==> config.mk <==
export PLATFORM = sky130hd
export DESIGN_NAME = isp_video_src
export DESIGN_NICKNAME = d
export VERILOG_FILES = /design/src/rtl/isp_video_src.sv
export SDC_FILE = /design/constraint.sdc
export NUM_CORES = 1
export LEC_CHECK = 0
export CAP_MARGIN = 15
export CORE_MARGIN = 8
export CORE_UTILIZATION = 35
export DETAILED_ROUTE_END_ITERATION = 7
export PLACE_DENSITY = 0.56
export SLEW_MARGIN = 20
export SYNTH_ARGS = -nofsm -noshare
export SYNTH_HDL_FRONTEND = slang
export SYNTH_SLANG_ARGS = --single-unit
==> constraint.sdc <==
create_clock -name clock -period 3.31 [get_ports clock]
set_input_delay 0.662 -clock clock [delete_from_list [all_inputs] [get_ports clock]]
set_output_delay 0.662 -clock clock [all_outputs]
set_load 0.05 [all_outputs]
==> src/rtl/isp_video_src.sv <==
// Raster test-pattern source: vsync/hsync/pixel stream with programmable blanking.
module isp_video_src #(
   parameter int unsigned BITS    = 8,
   parameter int unsigned WIDTH   = 960,
   parameter int unsigned HEIGHT  = 540,
   parameter int unsigned HBLANK  = 64,
   parameter int unsigned VSYNC_W = 16,
   parameter int unsigned VBP     = 32,
   parameter int unsigned VFP     = 2048
) (
   input  logic            clock,
   input  logic            rst_n,
   input  logic            enable,
   input  logic [1:0]      pattern_sel,
   input  logic [BITS-1:0] cfg_const,
   output logic            out_vsync,
   output logic            out_hsync,
   output logic [BITS-1:0] out_data,
   output logic            frame_done,
   output logic [15:0]     frame_cnt,
   output logic            busy
);

   localparam int unsigned CW     = (WIDTH  > 1) ? $clog2(WIDTH)  : 1;
   localparam int unsigned RW     = (HEIGHT > 1) ? $clog2(HEIGHT) : 1;
   localparam int unsigned PMAX_A = (VFP > HBLANK)  ? VFP : HBLANK;
   localparam int unsigned PMAX_B = (VBP > VSYNC_W) ? VBP : VSYNC_W;
   localparam int unsigned PMAX   = (PMAX_A > PMAX_B) ? PMAX_A : PMAX_B;
   localparam int unsigned PW     = $clog2(PMAX + 1);

   typedef enum logic [2:0] {
      S_IDLE, S_VSYNC, S_VBP, S_ACTIVE, S_HBLANK, S_VFP
   } state_e;

   state_e          state_q, state_d;
   logic [PW-1:0]   phase_q, phase_d;
   logic [CW-1:0]   col_q, col_d;
   logic [RW-1:0]   row_q, row_d;
   logic [1:0]      pat_q, pat_d;
   logic [BITS-1:0] const_q, const_d;
   logic            vsync_q, vsync_d;
   logic            hsync_q, hsync_d;
   logic [BITS-1:0] data_q, data_d;
   logic            done_q, done_d;
   logic [15:0]     cnt_q, cnt_d;
   logic            busy_q, busy_d;

   // Next state, raster counters, and registered-output values derived from the next state
   always_comb begin
      state_d = state_q;
      phase_d = phase_q + PW'(1);
      col_d   = col_q;
      row_d   = row_q;
      pat_d   = pat_q;
      const_d = const_q;
      cnt_d   = cnt_q;
      done_d  = 1'b0;
      vsync_d = 1'b1;
      hsync_d = 1'b0;
      busy_d  = 1'b0;
      data_d  = '0;

      case (state_q)
         S_IDLE: begin
            phase_d = '0;
            if (enable) begin
               state_d = S_VSYNC;
               pat_d   = pattern_sel;
               const_d = cfg_const;
               col_d   = '0;
               row_d   = '0;
            end
         end
         S_VSYNC: begin
            if (phase_q == PW'(VSYNC_W - 1)) begin
               state_d = S_VBP;
               phase_d = '0;
            end
         end
         S_VBP: begin
            if (phase_q == PW'(VBP - 1)) begin
               state_d = S_ACTIVE;
               phase_d = '0;
               col_d   = '0;
            end
         end
         S_ACTIVE: begin
            phase_d = '0;
            if (col_q == CW'(WIDTH - 1)) begin
               col_d   = '0;
               state_d = (row_q == RW'(HEIGHT - 1)) ? S_VFP : S_HBLANK;
            end else begin
               col_d = col_q + CW'(1);
            end
         end
         S_HBLANK: begin
            if (phase_q == PW'(HBLANK - 1)) begin
               state_d = S_ACTIVE;
               phase_d = '0;
               row_d   = row_q + RW'(1);
            end
         end
         S_VFP: begin
            if (phase_q == PW'(VFP - 1)) begin
               phase_d = '0;
               if (enable) begin
                  state_d = S_VSYNC;
                  pat_d   = pattern_sel;
                  const_d = cfg_const;
               end else begin
                  state_d = S_IDLE;
               end
            end
         end
         default: begin
            state_d = S_IDLE;
            phase_d = '0;
         end
      endcase

      // Last VFP cycle: pulse done, count the frame, clear raster position
      if (state_d == S_VFP && phase_d == PW'(VFP - 1)) begin
         done_d = 1'b1;
         cnt_d  = cnt_q + 16'd1;
         col_d  = '0;
         row_d  = '0;
      end

      vsync_d = (state_d == S_IDLE) || (state_d == S_VSYNC);
      hsync_d = (state_d == S_ACTIVE);
      busy_d  = (state_d != S_IDLE);

      if (hsync_d) begin
         case (pat_d)
            2'd0:    data_d = BITS'(col_d);
            2'd1:    data_d = BITS'(row_d);
            2'd2:    data_d = ((((32'(col_d) >> 3) ^ (32'(row_d) >> 3)) & 32'd1) != 32'd0) ? '1 : '0;
            default: data_d = const_d;
         endcase
      end
   end

   // State, counters and output registers
   always_ff @(posedge clock or negedge rst_n) begin
      if (!rst_n) begin
         state_q <= S_IDLE;
         phase_q <= '0;
         col_q   <= '0;
         row_q   <= '0;
         pat_q   <= '0;
         const_q <= '0;
         vsync_q <= 1'b1;
         hsync_q <= 1'b0;
         data_q  <= '0;
         done_q  <= 1'b0;
         cnt_q   <= '0;
         busy_q  <= 1'b0;
      end else begin
         state_q <= state_d;
         phase_q <= phase_d;
         col_q   <= col_d;
         row_q   <= row_d;
         pat_q   <= pat_d;
         const_q <= const_d;
         vsync_q <= vsync_d;
         hsync_q <= hsync_d;
         data_q  <= data_d;
         done_q  <= done_d;
         cnt_q   <= cnt_d;
         busy_q  <= busy_d;
      end
   end

   assign out_vsync  = vsync_q;
   assign out_hsync  = hsync_q;
   assign out_data   = data_q;
   assign frame_done = done_q;
   assign frame_cnt  = cnt_q;
   assign busy       = busy_q;

endmodule

======== After elaboration in Yosys (flattened, before gate mapping) ========
Cells that the tools add are included.
storage, ports and cells
  register bits after elaboration ......... 73
  bits of input ports ..................... 13
  output and inout port bits .............. 28
  word-level logic and storage cells ...... 73
cells by class
  $add $sub $neg .......................... 4
  equality and inequality tests ........... 17
  mux-type cells .......................... 33
  bitwise operators ....................... 1
  reduce and logical (&&, ||, !) cells .... 6
operators by type and width
  kind                     count
  $mux W10                 7
  $mux W12                 4
  $pmux W12 S4             1
  $mux W8                  4
  $pmux W10 S3             1
  $eq A12 B11 Y1 const B   2
  $pmux W8 S3              1
  $add A10 B1 Y10 const B  2
  $eq A10 B10 Y1 const B   2
  $pmux W10 S2             1
  $mux W3                  6
  $pmux W3 S6              1
  $add A16 B1 Y16 const B  1
  $pmux W8 S2              1
  $add A12 B1 Y12 const B  1
  $eq A12 B4 Y1 const B    1
  $eq A12 B5 Y1 const B    1
  $eq A12 B6 Y1 const B    1
  $eq A3 B2 Y1 const B     3
  $eq A3 B3 Y1 const B     3
  $eq A3 B1 Y1 const B     2
  $logic_not A3 Y1         2
  $mux W2                  2
  $pmux W2 S2              1
  other kinds (8)          10

======== Logic depth before layout (Yosys ltp) ========
Gate-level depths: netlist of the first run.
  word-level depth ........................ 11
  gate-level depth with buffers ........... 10
  gate-level depth less buffers ........... 9

======== Least setup slack after synthesis of the first run ========
No wires, ideal clock.
  path kind ............................... register -> register
  from .................................... register phase_q[0]
  to ...................................... register cnt_q[6] (netlist: frame_cnt[6])
  library setup time ...................... 141 ps
  data arrival time ....................... 2,404 ps
  required time ........................... 3,169 ps
  setup slack ............................. 765 ps
  cell stages (with the launch flop) ...... 11
  path buffers ............................ 2
  clock period less this slack ............ 2,545 ps
  path through ............................ dfrtp_1 ha_1 nand3_1 clkbuf_1 or3_1 a21boi_1 nand4_1 nor4b_2 buf_2 nand4_1 xnor2_1
on the way
  cells in the longest elaborated chain, start to end .. 5
  elaborated cells between the ends (all ways) .. 18
  classes of those cells .................. add/sub: 1; eq/ne: 6; mux: 10; reduce/logical: 1
RTL lines
  what                                            line  text
  from (decl)                                     36    logic [PW-1:0] phase_q, phase_d;
  from (signal assigned)                          160   phase_q <= phase_d;
  $add A12 B1 Y12, or another cell as far along   51    phase_d = phase_q + PW'(1);
  $mux W12, or another cell as far along          104   if (phase_q == PW'(VFP - 1)) begin
  $pmux W12 S4 or $pmux W3 S6 (tied branches)     63    case (state_q)
  $eq A12 B11 Y1 or $eq A3 B3 Y1 (tied branches)  122   if (state_d == S_VFP && phase_d == PW'(VFP - 1)) begin
  $logic_and A1 B1 Y1 (*)                         122
  to (signal assigned)                            169   cnt_q <= cnt_d;
  to (decl)                                       45    logic [15:0] cnt_q, cnt_d;
Mark *: on every way between the ends. The rest lies on a longest branch, timed or not.
A chain may end at the register's enable or synchronous reset.

======== Final worst setup path of the first run ========
  from .................................... register phase_q[6]
  to ...................................... register data_q[6] (netlist: out_data[6])
on the way
  cells in the longest elaborated chain, start to end .. 10
  elaborated cells between the ends (all ways) .. 36
  classes of those cells .................. add/sub: 1; eq/ne: 9; mux: 23; bitwise: 1; reduce/logical: 2
RTL lines
  what                                            line  text
  $add A12 B1 Y12, or another cell as far along   51
  $mux W12, or another cell as far along          104
  $pmux W12 S4 or $pmux W3 S6 (tied branches)     63
  $eq A12 B11 Y1 or $eq A3 B3 Y1 (tied branches)  122
  $logic_and A1 B1 Y1                             122
  $mux W10                                        122
  $xor A1 B1 Y1                                   137   2'd2: data_d = ((((32'(col_d) >> 3) ^ (32'(row_d) >> 3)) & 32'd1) != 32'd0) ? '1 : '0;
  $mux W8                                         137
  $pmux W8 S3                                     134   case (pat_d)
  $mux W8 (*)                                     133   if (hsync_d) begin
  via data_d[6]                                   43    logic [BITS-1:0] data_q, data_d;
  to (signal assigned)                            167   data_q <= data_d;
  to (decl)                                       43
Mark *: on every way through the listed nets, which the timed path passes. The rest lies on a longest branch.

==> results of run 1 <==
-- worst max path at each step --
stage,startpoint,end,slack [ns],cells after the start
finish,phase_q[6]$_DFF_PN0_,out_data[6]$_DFF_PN0_,0.32,7
global route,phase_q[6]$_DFF_PN0_,out_data[6]$_DFF_PN0_,0.09,7
CTS,row_q[0]$_DFF_PN0_,frame_cnt[9]$_DFFE_PN0N_,0.14,8
detailed placement,enable,frame_cnt[9]$_DFFE_PN0N_,0.11,8
global placement,enable,frame_cnt[8]$_DFFE_PN0N_,0.16,8
floorplan,phase_q[0]$_DFF_PN0_,frame_cnt[6]$_DFFE_PN0N_,0.76,10
-- what timing repair did --
| item | CTS | global route |
|---|---|---|
| endpoints found under the setup margin | 0 | 18 |
| gates resized for setup | 0 | 3 |
| setup buffers | 0 | 0 |
-- power by group through the flow --
stage               combinational, mW  sequential (mW)  clock (mW)
global placement               0.0329            0.909           0
floorplan                    0.000476            0.909           0
global route                   0.0364            0.892        1.19
finish                         0.0315            0.893        1.13
detailed placement             0.0336            0.909           0
CTS                            0.0335            0.892        1.16
-- kinds of logic after synthesis --
logic type      synth area share, %
mux                            4.15
fa+ha+maj                      1.23
xor+xnor                       5.38
compound gates                 11.7
flops                          45.0
buf+inv                        2.58
simple gates                   30.0
-- flip-flops by register name, summed over array words and instances (netlist names) --
signal,flops
col_q,10
busy,1
out_vsync,1
phase_q,12
state_q,3
pat_q,2
const_q,8
frame_done,1
out_data,8
frame_cnt,16
row_q,10
out_hsync,1
-- metrics by stage --
step	util (%)	area (um^2)	setup WS (ns)	hold WS [ns]
after floorplan	-	4070	0.765	0.366
after global placement	41.8	4750	0.155	0.467
after detailed placement	41.8	4750	0.112	0.479
after CTS	44.8	5100	0.145	0.487
after global routing	45.0	5120	0.0929	0.503
final	45.0	5120	0.316	0.464
-- layer usage --
metal	global-route usage, %	vias to the layer above	part of all wire, %	wire, um
li1	-	1660	-	-
met2	24.2	77	48	5100
met1	19.0	1659	45	4800
met5	0	-	0	0
met4	5.49	0	1.8	190
met3	4.17	13	5.7	610
-- area by class of cell --
class	instances	area, um^2	area share, %
clock buffers	10	239	4.67
clock inverters	5	104	2.03
inverters	9	33.8	0.660
multi-input cells	318	2160	42.3
flip-flops and latches	73	1830	35.7
well taps	143	179	3.50
repair buffers	63	571	11.2
-- placed cells by master, fill, tap and decap left out, drive strengths merged, types with 3 or more instances in the layout --
cell type	count
a211oi	5
a21oi	20
a22oi	3
a31oi	3
and2	10
and3	15
and4	4
buf	24
bufinv	3
clkbuf	10
clkdlybuf4s50	39
dfrtp	72
ha	4
inv	9
mux2	12
mux2i	3
nand2	27
nand2b	7
nand3	19
nand4	22
nor2	46
nor2b	5
nor3	11
nor4	11
nor4b	3
nor4bb	4
o21ai	12
o22ai	3
o311ai	5
or3	9
or4	4
xnor2	18
xor2	7
==> key figures, run 1 <==
Layout
  • Fin nets: 491
  • Fraction of layout cells with a size suffix above 1: 15.5%
  • Finished Layout Cells: 621
  • FILL cells: 1112
  • N_diodes: 0
  • Area Overhead vs Synth: 25.8%

Critical path
  • Highest-delay cell along the critical path: or3_1
  • R2R setup slack: ~0.32 ns
  • CP Max Fanout: 10
  • Reg2Reg Depth: 7
  • Slowest stage delay, CP: 0.57 ns
  • Reg2reg start: phase_q[6]$_DFF_PN0_
  • Setup CP Type: flop to flop
  • Capturing point of the worst reg2reg path: out_data[6]$_DFF_PN0_
  • Critical path's top delay family: simple AND/OR/NAND/NOR gates
  • Worst Setup End Kind: flop
  • WP data required: 3.54 ns
  • WP data arrival: 3.22 ns
  • Type of origin of the critical path: flop
  • Worst path bufs/invs: 0
  • Crit path cell chain: nor4_2 -> a41oi_1 -> or3_1 -> a21o_1 -> xor2_1 -> o211a_4 -> nor4bb_1

Yosys
  • Sequential area share after synthesis: between 40% and 50%
  • Post-synth EDFFs: 0
  • Yosys warns: 0
  • Most frequent cells after synthesis: 72 x dfrtp_1, 46 x nor2_1, 27 x nand2_1
  • Synth Instances: 417
  • Synth top area share: 44.3%
  • Syn_nets: 434
  • Flops & latches, synth: 73
  • Yosys top cell by area: dfrtp_1
  • Synth cell types: 60
  • Avg Cell Area, Syn: around 9.8 um^2
  • Post-synth ARST share: between 90% and 100%
  • Synthesized area: 0.00407 mm^2
  • Count leader, synth: dfrtp_1
  • Synth area leaders: dfrtp_1 44%, nor2_1 4.2%, xnor2_1 3.9%
  • Top FF cell, synth: dfrtp_1

Power and ir drop
  • Overall power: 2.06 mW
  • Power Density: ~400 mW/mm^2
  • VDD IR max: 0.000276 V
  • Switch Pwr: 0.398 mW
  • Switching power share of the total: 19.4%
  • Flop pwr share: 43.4%
  • Leakage: 2.17 nW
  • Cell internal pwr: ~1.7 mW
  • Clock Power Share: 55.0%
  • Power share of the combinational group: 1.5%

Timing
  • Slew margin rel.: 38.7%
  • Final Hold Viols: 0
  • Post-Route Skew: 0.00888 ns
  • Fin. max-slew vios: 0
  • Worst Tran Pin Value: 0.919 ns
  • FMAX: 0.334 GHz
  • RSZ-0062 raised after global routing: no
  • Setup TNS Final: 0 ns
  • # setup viols final: 0
  • Post-route clock period utilization: 90.4%
  • Fin crit period: 2.99 ns

Route
  • Drt total wl: about 11 mm
  • Post-route DRC: 0
  • DRT iter0 DRCs: 202
  • Via count: about 3400
  • DR vias/cell: 5.49
  • Antenna Nets Post-Route: 0
  • DR pass1 iterations: 5
  • WL/cell: 17.2 um

Placement
  • Placed insts: 606
  • Port Buffers: 40
  • Routability cong.: 0.849
  • DP HPWL: 7.79 mm

Global routing
  • Grt total ovfl: 0
  • First-pass GRT wire length: 18.1 mm
  • Global-route usage over all layers: between 10% and 20%
  • Largest net degree at the start of global routing: 74
  • Number of global-route vias before repair: 3463
  • Initial antenna violation count: 0

Floorplan
  • Number of I/O pins: between 40 and 50
  • Std-Cell Core Area: 0.0114 mm^2
  • Die X: 124 um
  • Row count: 39
  • Initial core utilization: 35.8%
  • Die area: about 0.015 mm^2
  • Die Y: 124 um

Clock tree
  • CTS buffer count: 9
  • Clock buffer depth: 2
  • Post-CTS Hold Fix Bufs: 0
  • CTS clk-pin slew, worst paths: 0.06 ns
  • CTS Root Cell: clkbuf_16
  • Clk_lat worst skew: approximately 0.34 ns
  • CTS tree: yes
  • H-tree depth: 3
  • Clock sink count: 73

Run
  • Max-Cap Viols: 0

Status
  • Status: completed

Hold path
  • Hold Path Class: input port to async pin
Note: power is estimated with default switching activity, not from simulation.
==> inputs of run 2 (changes only) <==
--- a/config.mk
+++ b/config.mk
@@ -10,6 +10,7 @@
 export CORE_UTILIZATION = 35
 export DETAILED_ROUTE_END_ITERATION = 7
 export PLACE_DENSITY = 0.56
+export SKIP_CTS_REPAIR_TIMING = 1
 export SLEW_MARGIN = 20
 export SYNTH_ARGS = -nofsm -noshare
 export SYNTH_HDL_FRONTEND = slang
==> results of run 2 <==
No change in the layout: final DEF, timing and power equal those of run 1.
